--- config.mk ---
export PLATFORM = sky130hd
export DESIGN_NAME = rf_write_arbiter
export DESIGN_NICKNAME = d
export VERILOG_FILES = /design/src/rtl/rf_write_arbiter.sv
export SDC_FILE = /design/constraint.sdc
export NUM_CORES = 1
export LEC_CHECK = 0
export CORE_MARGIN = 2
export CORE_UTILIZATION = 45
export CTS_CLUSTER_DIAMETER = 30
export DETAILED_ROUTE_END_ITERATION = 10
export PLACE_DENSITY = 0.81
export SYNTH_ARGS = -nofsm -noshare
export SYNTH_HDL_FRONTEND = slang
export SYNTH_SLANG_ARGS = --single-unit
--- constraint.sdc ---
create_clock -name clk -period 9.6 [get_ports clk]
set_clock_uncertainty 0.1 [all_clocks]
set_input_delay 2.4 -clock clk [delete_from_list [all_inputs] [get_ports clk]]
set_output_delay 2.4 -clock clk [all_outputs]
set_load 0.01 [all_outputs]
--- src/rtl/rf_write_arbiter.sv ---
`default_nettype none
// ============================================================================
// Module   : rf_write_arbiter
// Brief    : Clears the 4x8 register file after reset, then shares its single
//            write port round-robin between NUM_REQ writeback requesters.
// Revision : 1.0
// ============================================================================
module rf_write_arbiter #(
    parameter int          NUM_REQ   = 3,
    parameter int          DW        = 8,
    parameter int          AW        = 2,
    parameter logic [DW-1:0] CLEAR_VAL = '0
) (
    input  logic                  clk,
    input  logic                  reset,
    input  logic [NUM_REQ-1:0]    req_valid,
    input  logic [NUM_REQ*AW-1:0] req_addr,
    input  logic [NUM_REQ*DW-1:0] req_data,
    output logic [NUM_REQ-1:0]    req_ready,
    output logic [AW-1:0]         rf_write_reg,
    output logic [DW-1:0]         rf_write_data,
    output logic                  rf_write_en,
    output logic                  init_done,
    output logic [7:0]            conflict_cnt
);

    localparam int            PW       = $clog2(NUM_REQ);
    localparam logic [PW:0]   NREQ_W   = (PW+1)'(NUM_REQ);
    localparam logic [AW-1:0] LAST_REG = {AW{1'b1}};

    typedef enum logic [0:0] {
        ST_CLEAR = 1'b0,
        ST_RUN   = 1'b1
    } state_t;

    state_t              r_state;
    logic [AW-1:0]       r_clr_cnt;
    logic [PW-1:0]       r_rr_ptr;
    logic                r_wr_en;
    logic [AW-1:0]       r_wr_reg;
    logic [DW-1:0]       r_wr_data;
    logic [7:0]          r_conflict_cnt;

    logic [NUM_REQ-1:0]  w_rot;
    logic [PW-1:0]       w_off;
    logic                w_any;
    logic [PW:0]         w_sum;
    logic [PW-1:0]       w_winner;
    logic [PW:0]         w_nsum;
    logic [PW-1:0]       w_next_ptr;
    logic [NUM_REQ-1:0]  w_grant;
    logic                w_xfer;
    logic                w_conflict;

    // Rotate the request vector so bit 0 is the requester at rr_ptr; the lowest
    // set bit of the rotated vector is then the round-robin winner's offset.
    always_comb begin
        w_rot = NUM_REQ'({req_valid, req_valid} >> r_rr_ptr);
        w_off = '0;
        w_any = 1'b0;
        for (int j = NUM_REQ - 1; j >= 0; j--) begin
            if (w_rot[j]) begin
                w_off = PW'(j);
                w_any = 1'b1;
            end
        end

        w_sum = {1'b0, r_rr_ptr} + {1'b0, w_off};
        if (w_sum >= NREQ_W) begin
            w_sum = w_sum - NREQ_W;
        end
        w_winner = w_sum[PW-1:0];

        w_nsum = {1'b0, w_winner} + (PW+1)'(1);
        if (w_nsum >= NREQ_W) begin
            w_nsum = '0;
        end
        w_next_ptr = w_nsum[PW-1:0];

        for (int i = 0; i < NUM_REQ; i++) begin
            w_grant[i] = w_any && (w_winner == PW'(i));
        end
    end

    assign req_ready  = (r_state == ST_RUN && !reset) ? w_grant : '0;
    assign w_xfer     = (r_state == ST_RUN) && w_any;
    assign w_conflict = ($countones(req_valid) > 1);

    always_ff @(posedge clk) begin
        if (reset) begin
            r_state        <= ST_CLEAR;
            r_clr_cnt      <= '0;
            r_rr_ptr       <= '0;
            r_wr_en        <= 1'b0;
            r_wr_reg       <= '0;
            r_wr_data      <= '0;
            r_conflict_cnt <= '0;
        end else begin
            case (r_state)
                ST_CLEAR: begin
                    r_wr_en   <= 1'b1;
                    r_wr_reg  <= r_clr_cnt;
                    r_wr_data <= CLEAR_VAL;
                    r_clr_cnt <= r_clr_cnt + 1'b1;
                    if (r_clr_cnt == LAST_REG) begin
                        r_state <= ST_RUN;
                    end
                end
                ST_RUN: begin
                    // Address/data hold when idle; only the enable drops.
                    r_wr_en <= w_xfer;
                    if (w_xfer) begin
                        r_wr_reg  <= req_addr[w_winner*AW +: AW];
                        r_wr_data <= req_data[w_winner*DW +: DW];
                        r_rr_ptr  <= w_next_ptr;
                    end
                    if (w_conflict && r_conflict_cnt != 8'hFF) begin
                        r_conflict_cnt <= r_conflict_cnt + 8'd1;
                    end
                end
                default: begin
                    r_state <= ST_CLEAR;
                end
            endcase
        end
    end

    assign rf_write_en   = r_wr_en;
    assign rf_write_reg  = r_wr_reg;
    assign rf_write_data = r_wr_data;
    assign init_done     = (r_state == ST_RUN);
    assign conflict_cnt  = r_conflict_cnt;

endmodule
`default_nettype wire

-- Yosys cells after proc, flatten, opt, wreduce, memory -nomap -nowiden
Index checks and enable logic that the tools add are counted.
- word-level logic and storage cells: 52
- register bits: 24
- output and inout bits: 23
- $lt $le $gt $ge: 3
- add/sub/neg operators: 7
- reductions and logical operators: 10
- multiplexer cells: 16
- bitwise gates (word level): 1
- equal/unequal tests: 5
- shift operators: 3
- operators with widths (kind ; count):
    variable part select 24 x 6 -> 8 bit ; 1
    case mux 8 bit (2 select lines) ; 1
    two-way mux 2 bit ; 6
    adder 8 x 1 -> 8 bit (second input constant) ; 1
    two-way mux 8 bit ; 1
    inequality test 8 bit (second input constant) ; 1
    greater-or-equal comparator 3 x 2 -> 1 bit (second input constant) ; 2
    logical AND 1 bit ; 6
    variable part select 6 x 4 -> 2 bit ; 1
    >> shifter 6 x 2 -> 3 bit ; 1
    two-way mux 1 bit ; 5
    == test 2 bit (second input constant) ; 2
    case mux 2 bit (2 select lines) ; 1
    AND reduction 2 bit ; 2
    adder 2 x 1 -> 3 bit ; 1
    adder 2 x 1 -> 3 bit (second input constant) ; 1
    adder 2 x 2 -> 3 bit ; 1
    > comparator 3 x 1 -> 1 bit (second input constant) ; 1
    two-way mux 3 bit ; 1
    adder 1 x 1 -> 2 bit ; 1
    adder 2 x 1 -> 2 bit (second input constant) ; 1
    == test 2 x 1 -> 1 bit (second input constant) ; 1
    logical NOT 2 bit ; 1
    inequality test 2 x 1 -> 1 bit (second input constant) ; 1
    4 further kinds ; 4

-- Longest topological paths before layout
Gate-level depths: netlist (run 1).
- word-level depth: 10
- mapped depth: 14
- mapped depth without buffers: 13

-- Least setup slack after synthesis (run 1)
No wires, ideal clock.
- path type: input to output
- start point: in req_valid[0]
- end point: out req_ready[0]
- path slack: 2.376 ns
- stages on the path: 10
- data arrival time: 4.724 ns
- path buffers: 1
- cell sequence: or4b_1 > a21oi_1 > a31oi_1 > fa_1 > inv_1 > ha_1 > and3b_1 > mux2i_1 > buf_2 > and3_1
- cells in the longest elaborated chain, start to end: 10
- RTL lines (element ; line ; text):
    start, declared ; 16 ; input logic [NUM_REQ-1:0] req_valid,
    >> shifter 6 x 2 -> 3 bit (*) ; 58 ; w_rot = NUM_REQ'({req_valid, req_valid} >> r_rr_ptr);
    two-way mux 2 bit (3 in series) ; 62 ; if (w_rot[j]) begin
    adder 2 x 2 -> 3 bit ; 68 ; w_sum = {1'b0, r_rr_ptr} + {1'b0, w_off};
    greater-or-equal comparator 3 x 2 -> 1 bit / subtractor 2 bit (equally long branches) ; 69, 70 ;
    two-way mux 2 bit ; 69 ; if (w_sum >= NREQ_W) begin
    logical NOT 2 bit ; 81 ; w_grant[i] = w_any && (w_winner == PW'(i));
    logical AND 1 bit (*) ; 81 ;
    two-way mux 3 bit (*) ; 85 ; assign req_ready = (r_state == ST_RUN && !reset) ? w_grant : '0;
    end, declared ; 19 ; output logic [NUM_REQ-1:0] req_ready,
Mark *: on every way between the ends. The rest lies on a longest branch, timed or not.

-- Worst setup path after layout (run 1)
- start point: in req_valid[2]
- end point: out req_ready[1]
- cells in the longest elaborated chain, start to end: 10
- RTL lines (element ; line):
    >> shifter 6 x 2 -> 3 bit (*) ; 58
    two-way mux 2 bit (3 in series) ; 62
    adder 2 x 2 -> 3 bit ; 68
    greater-or-equal comparator 3 x 2 -> 1 bit / subtractor 2 bit (equally long branches) ; 69, 70
    two-way mux 2 bit ; 69
    == test 2 x 1 -> 1 bit ; 81
    logical AND 1 bit (*) ; 81
    two-way mux 3 bit (*) ; 85
Marked as above.

==> impl_metrics.csv, run 1 <==
group,metric,value,unit
status,status,"complete, no violations",
drt,wl_per_cell,14.1,um
clock_tree,postCtsSetupBuffers,0,
floorplan,ios,58,
finish,layout.nets,255,
logic_synthesis,synthesis.nets,200,
logic_synthesis,yosysWarnings,0,
logic_synthesis,synth_ff_type,"dfxtp_1",
drt,dr.pass1.iters,4,
drt,route.detailed.drc,0,
global_routing,antenna_found_initial,0,
drt,drt-total-wl,3440,um
setup_path,crit_type,"input port to primary output",
timing,relSlewSlack,57.3,%
setup_path,crit_start,"req_valid[2]",
clock_tree,post_cts_resized,0,
timing,worst_pin_slew,637,ps
timing,final_hold_viol_count,0,
global_routing,grt_pass1_vias,1412,
drt,dr_total_vias,1414,
timing,layout_min_cycle_time,8460,ps
setup_path,endpoint_kind,"primary output",
logic_synthesis,avgSynthCellArea,8.34,um^2
floorplan,start_util,47.7,%
finish,drive_above_1_share,3.76,%
setup_path,crit_required,7100,ps
logic_synthesis,netlist.area_leader.share,36.2,%
logic_synthesis,synthArstFlopShare,0,%
finish,n_antenna_cell,0,
timing,period_share,88.1,%
clock_tree,cts_tree,"built",
clock_tree,cts.sinks,24,
placement,hpwlAfterDp,2610,um
setup_path,slowest_delay,620,ps
floorplan,dieArea,3400,um^2
power_and_ir_drop,power_density,127,nW/um^2
setup_path,r2r-start,"r_rr_ptr[1]",
timing,drv_slew,0,
setup_path,cp.arrival,5960,ps
clock_tree,clk_latency,320,ps
min_path,hold_path.class,"flop to flop",
setup_path,crit_top_cell,"clkdlybuf4s50_1",
finish,syn_to_final_growth,46.2,%
floorplan,die_h,58.3,um
min_path,hp-start,"conflict_cnt[6]",
global_routing,grt_pass1_wl,5900,um
logic_synthesis,yosys_register_bits,24,
timing,rsz0062_at_grt,"false",
drt,drtIter0Drc,84,
clock_tree,cts_hold_buf,0,
timing,clock.fmax,0.118,GHz
setup_path,startpoint_type,"input port",
floorplan,rows,19,
job,max_cap_violations,0,
timing,final.setup.tns,0,ps
power_and_ir_drop,p_leak,0.721,nW
logic_synthesis,yosys.cell_types.count,38,
clock_tree,clk_pin_slew,140,ps
global_routing,grt_max_degree,18,
placement,gp_congestion,0.751,
timing,setup_viol,0,
logic_synthesis,mappedNetlistArea,1330,um^2
logic_synthesis,yosysSeqAreaShare,36.2,%
global_routing,grt_overflow,0,
clock_tree,cts_root_buf,"clkbuf_4",
logic_synthesis,synth_cells,159,
floorplan,die_w,58.3,um
clock_tree,numCtsBuffers,3,
setup_path,crit_slowest_cell,"clkdlybuf4s50_1",
power_and_ir_drop,total_power,0.000247,W
clock_tree,h-tree-depth,1,
setup_path,path_max_fanout,12,
logic_synthesis,ys_top_cells_by_count,"a21oi_1, dfxtp_1, nor2_1",
drt,detail-route-antenna-nets,0,
floorplan,core,2780,um^2
power_and_ir_drop,vdd.ir_drop.worst,0.000113,V
placement,numPortBuffers,57,
drt,vias_per_cell,5.80,
global_routing,track_usage,22.0,%
logic_synthesis,yosysMostFrequentCell,"a21oi_1",
setup_path,crit_chain,"clkdlybuf4s50_1, or4b_1, a21oi_1, a31oi_1, fa_1, inv_1, ha_1, and3b_1, a22o_1, and3_1, clkdlybuf4s50_1",
logic_synthesis,yosysTopAreaCell,"dfxtp_1",
logic_synthesis,yosys-top-cells-area,"dfxtp_1, a21oi_1, a22oi_1",
logic_synthesis,synth_edf_count,0,
clock_tree,cts_max_path_buffers,2,
[critical path: cells and delay by family]
kind | cells | cell delay, ps
AO/OA/AOI/OAI | 3 | 630
adder cells (fa/ha/maj) | 2 | 740
AND/OR/NAND/NOR | 3 | 980
buffers and inverters | 3 | 1210
[cells in the final DEF (no fill, tap or decap), types with 4 or more instances in the layout]
cell             instances
clkdlybuf4s50_1         57
a21oi_1                 28
dfxtp_1                 24
nor2_1                  14
a22oi_1                 10
o21ai_0                 10
nand2_1                  5
ha_1                     5
inv_1                    4
or3_1                    4
mux2i_1                  4
nand3_1                  4
[through the flow]
stage	hold WS (ps)	cells	util (%)	setup WS (ps)	cell area [um^2]
finish	412	244	69.7	1140	1940
global route	451	244	69.7	946	1940
CTS	422	244	69.7	1150	1940
detailed placement	402	240	68.4	1160	1900
global placement	381	240	68.4	1250	1900
floorplan	391	159	-	2380	1330
[per-layer routing]
layer	track usage [%]	share of wire [%]	vias up
li1	-	-	699
met1	25.8	42	651
met2	38.7	48	60
met3	6.81	9.2	4
met4	5.65	1.0	0
met5	0	0	-
[cells by family after synthesis]
family / after synthesis / share of synthesized area, %
and+or+nand+nor: 47 / 19.9
adders and majority gates: 6 / 6.23
muxes: 4 / 3.02
xor gates and xnor gates: 2 / 1.32
buffers and inverters: 13 / 4.72
DFF: 24 / 36.2
AOI/OAI and AO/OA: 63 / 28.6
[worst paths after layout]
check / endpoint / slack (ps) / depth (start not counted)
worst max-delay path: req_ready[1] / 1140 / 11
worst max register to register: rf_write_reg[1] / 6390 / 14
worst min-delay path: conflict_cnt[6] / 410 / 2
worst min register to register: conflict_cnt[6] / 410 / 2
[power by group]
part           internal [W]  switching [W]
registers          0.000106     0.00000618
logic             0.0000422      0.0000383
clock network     0.0000232      0.0000314
[layout make-up]
cell class,instances,area (um^2)
clock buffers,4,36.3
fillers,234,842
inverters,4,15.0
multi-input cells,122,783
flip-flops and latches,24,480
well taps,31,38.8
repair buffers,59,586
No activity file was read; power rests on OpenSTA's default activity.
==> inputs of run 2 (changes only) <==
Settings changed: CORE_UTILIZATION 45 to 38, PLACE_DENSITY 0.81 to 0.72.
Clock period 9.6 ns to 7.6 ns, I/O delays scaled along.
==> run 2 against run 1 <==
Final cell count is 6.6% higher. Register-to-register slack worse by 2000 ps. Wire length increased by 4.3%. Power is 38% higher. Clock-buffer cell count fell by 1. Worst hold slack got worse by 1.8 ps. Global-route usage down 3.1 points. Die area grew 17%. Worst setup slack worse by 800 ps.
==> impl_metrics.csv, run 2 (same netlist as run 1, synthesis figures left out) <==
group,metric,value,unit
drt,vias_per_cell,5.50,
global_routing,grt_max_degree,18,
min_path,hp-start,"conflict_cnt[6]",
global_routing,met3_usage,6.25,%
finish,multi_input_area,783,um^2
min_path,min_path_cells,2,
placement,numPortBuffers,57,
setup_path,endpoint_kind,"primary output",
finish,syn_to_final_growth,49.4,%
power_and_ir_drop,total_power,0.000340,W
global_routing,grt_pass1_wl,6200,um
clock_tree,clk_pin_slew,130,ps
timing,worst_pin_slew,647,ps
finish,n_antenna_cell,0,
drt,dr.pass1.iters,4,
drt,dr_total_vias,1429,
floorplan,core,3340,um^2
timing,setup_viol,0,
timing,rsz0062_at_grt,"false",
placement,gp_congestion,0.851,
finish,final_common_cell,"clkdlybuf4s50_1",
setup_path,crit_type,"input port to primary output",
timing,relSlewSlack,56.6,%
global_routing,met1_usage,22.0,%
power_and_ir_drop,p_leak,0.733,nW
finish,fillers,324,
clock_tree,h-tree-depth,1,
timing,clock.fmax,0.138,GHz
clock_tree,clk_latency,320,ps
clock_tree,cts.sinks,24,
floorplan,rows,21,
min_path,min_delay_worst_endpoint,"conflict_cnt[6]",
global_routing,busiest_layer,"met2",
clock_tree,cts_tree,"built",
drt,route.detailed.drc,0,
floorplan,die_w,63.1,um
finish,layout.nets,256,
drt,drt-total-wl,3590,um
setup_path,crit_required,5600,ps
setup_path,r2r_cells,14,
floorplan,start_util,39.7,%
clock_tree,numCtsBuffers,3,
global_routing,grt_overflow,0,
timing,final_hold_viol_count,0,
floorplan,dieArea,3980,um^2
status,status,"complete, no violations",
drt,wl_per_cell,13.8,um
finish,drive_above_1_share,4.21,%
setup_path,startpoint_type,"input port",
setup_path,crit_start,"req_valid[2]",
finish,final_cell_mix,"clkdlybuf4s50_1, a21oi_1, dfxtp_1",
timing,period_share,95.6,%
timing,drv_slew,0,
timing,layout_min_cycle_time,7270,ps
job,max_cap_violations,0,
clock_tree,post_cts_resized,0,
setup_path,r2r-start,"r_rr_ptr[1]",
setup_path,path_max_fanout,9,
drt,detail-route-antenna-nets,0,
clock_tree,cts_hold_buf,0,
power_and_ir_drop,power_density,172,nW/um^2
floorplan,die_h,63.1,um
power_and_ir_drop,vdd.ir_drop.worst,0.0000772,V
min_path,hold_path.class,"flop to flop",
placement,hpwlAfterDp,2710,um
floorplan,ios,58,
global_routing,grt_pass1_vias,1433,
global_routing,antenna_found_initial,0,
clock_tree,cts_root_buf,"clkbuf_4",
drt,drtIter0Drc,88,
setup_path,cp.arrival,5270,ps
global_routing,track_usage,18.8,%
setup_path,rrSetupSlack,4420,ps
finish,seq_area,480,um^2
clock_tree,postCtsSetupBuffers,0,
clock_tree,cts_max_path_buffers,2,
timing,final.setup.tns,0,ps
setup_path,r2r_end,"rf_write_reg[1]",
global_routing,met2_usage,32.6,%
-- run 2: cell types whose count changed in the layout (fill, tap and decap cells not counted), sizes merged --
cell    before  now
clkbuf       4    3
bufinv       0    1
buf          2    3
-- run 2: power by group --
part / internal [W] / switching, W
Sequential: 0.000133 / 0.00000755
Combinational: 0.0000551 / 0.0000505
Clock: 0.0000533 / 0.0000403
-- run 2: metal layers --
layer  part of all wire (%)  wire length [um]
met3                    9.3               335
met2                     47              1680
met5                      0                 0
met1                     43              1560
met4                   0.50                18
-- run 2: per-stage QoR --
step / utilization [%] / area, um^2 / hold WS (ps) / cells / setup slack, ps
final: 59.4 / 1980 / 410 / 260 / 335
after global routing: 59.4 / 1980 / 433 / 260 / 91.0
after CTS: 59.4 / 1980 / 416 / 260 / 343
after detailed placement: 57.8 / 1930 / 397 / 256 / 363
after global placement: 57.8 / 1930 / 381 / 256 / 418
after floorplan: - / 1330 / 391 / 159 / 1380
-- run 2: worst max path at each step --
stage / to / cells after the start / slack, ps
floorplan: req_ready[0] / 10 / 1380
global placement: req_ready[2] / 11 / 420
detailed placement: req_ready[0] / 11 / 360
CTS: req_ready[0] / 11 / 340
global route: req_ready[0] / 11 / 90
finish: req_ready[0] / 11 / 330
-- run 2: cell type report --
type,count,share of cell area [%]
flip-flops and latches,24,24.2
inverters,4,0.758
well taps,46,2.90
clock inverters,1,1.52
clock buffers,3,1.14
repair buffers,60,29.9
multi-input cells,122,39.5
-- run 2: worst max-delay path, stage by stage --
cell and delay (ps):
clkdlybuf4s50_1 620, or4b_1 460, a21oi_1 160, a31oi_1 80, fa_1 540, inv_1 50, ha_1 190, and3b_1 280
mux2i_1 260, and3_1 180, clkdlybuf4s50_1 530
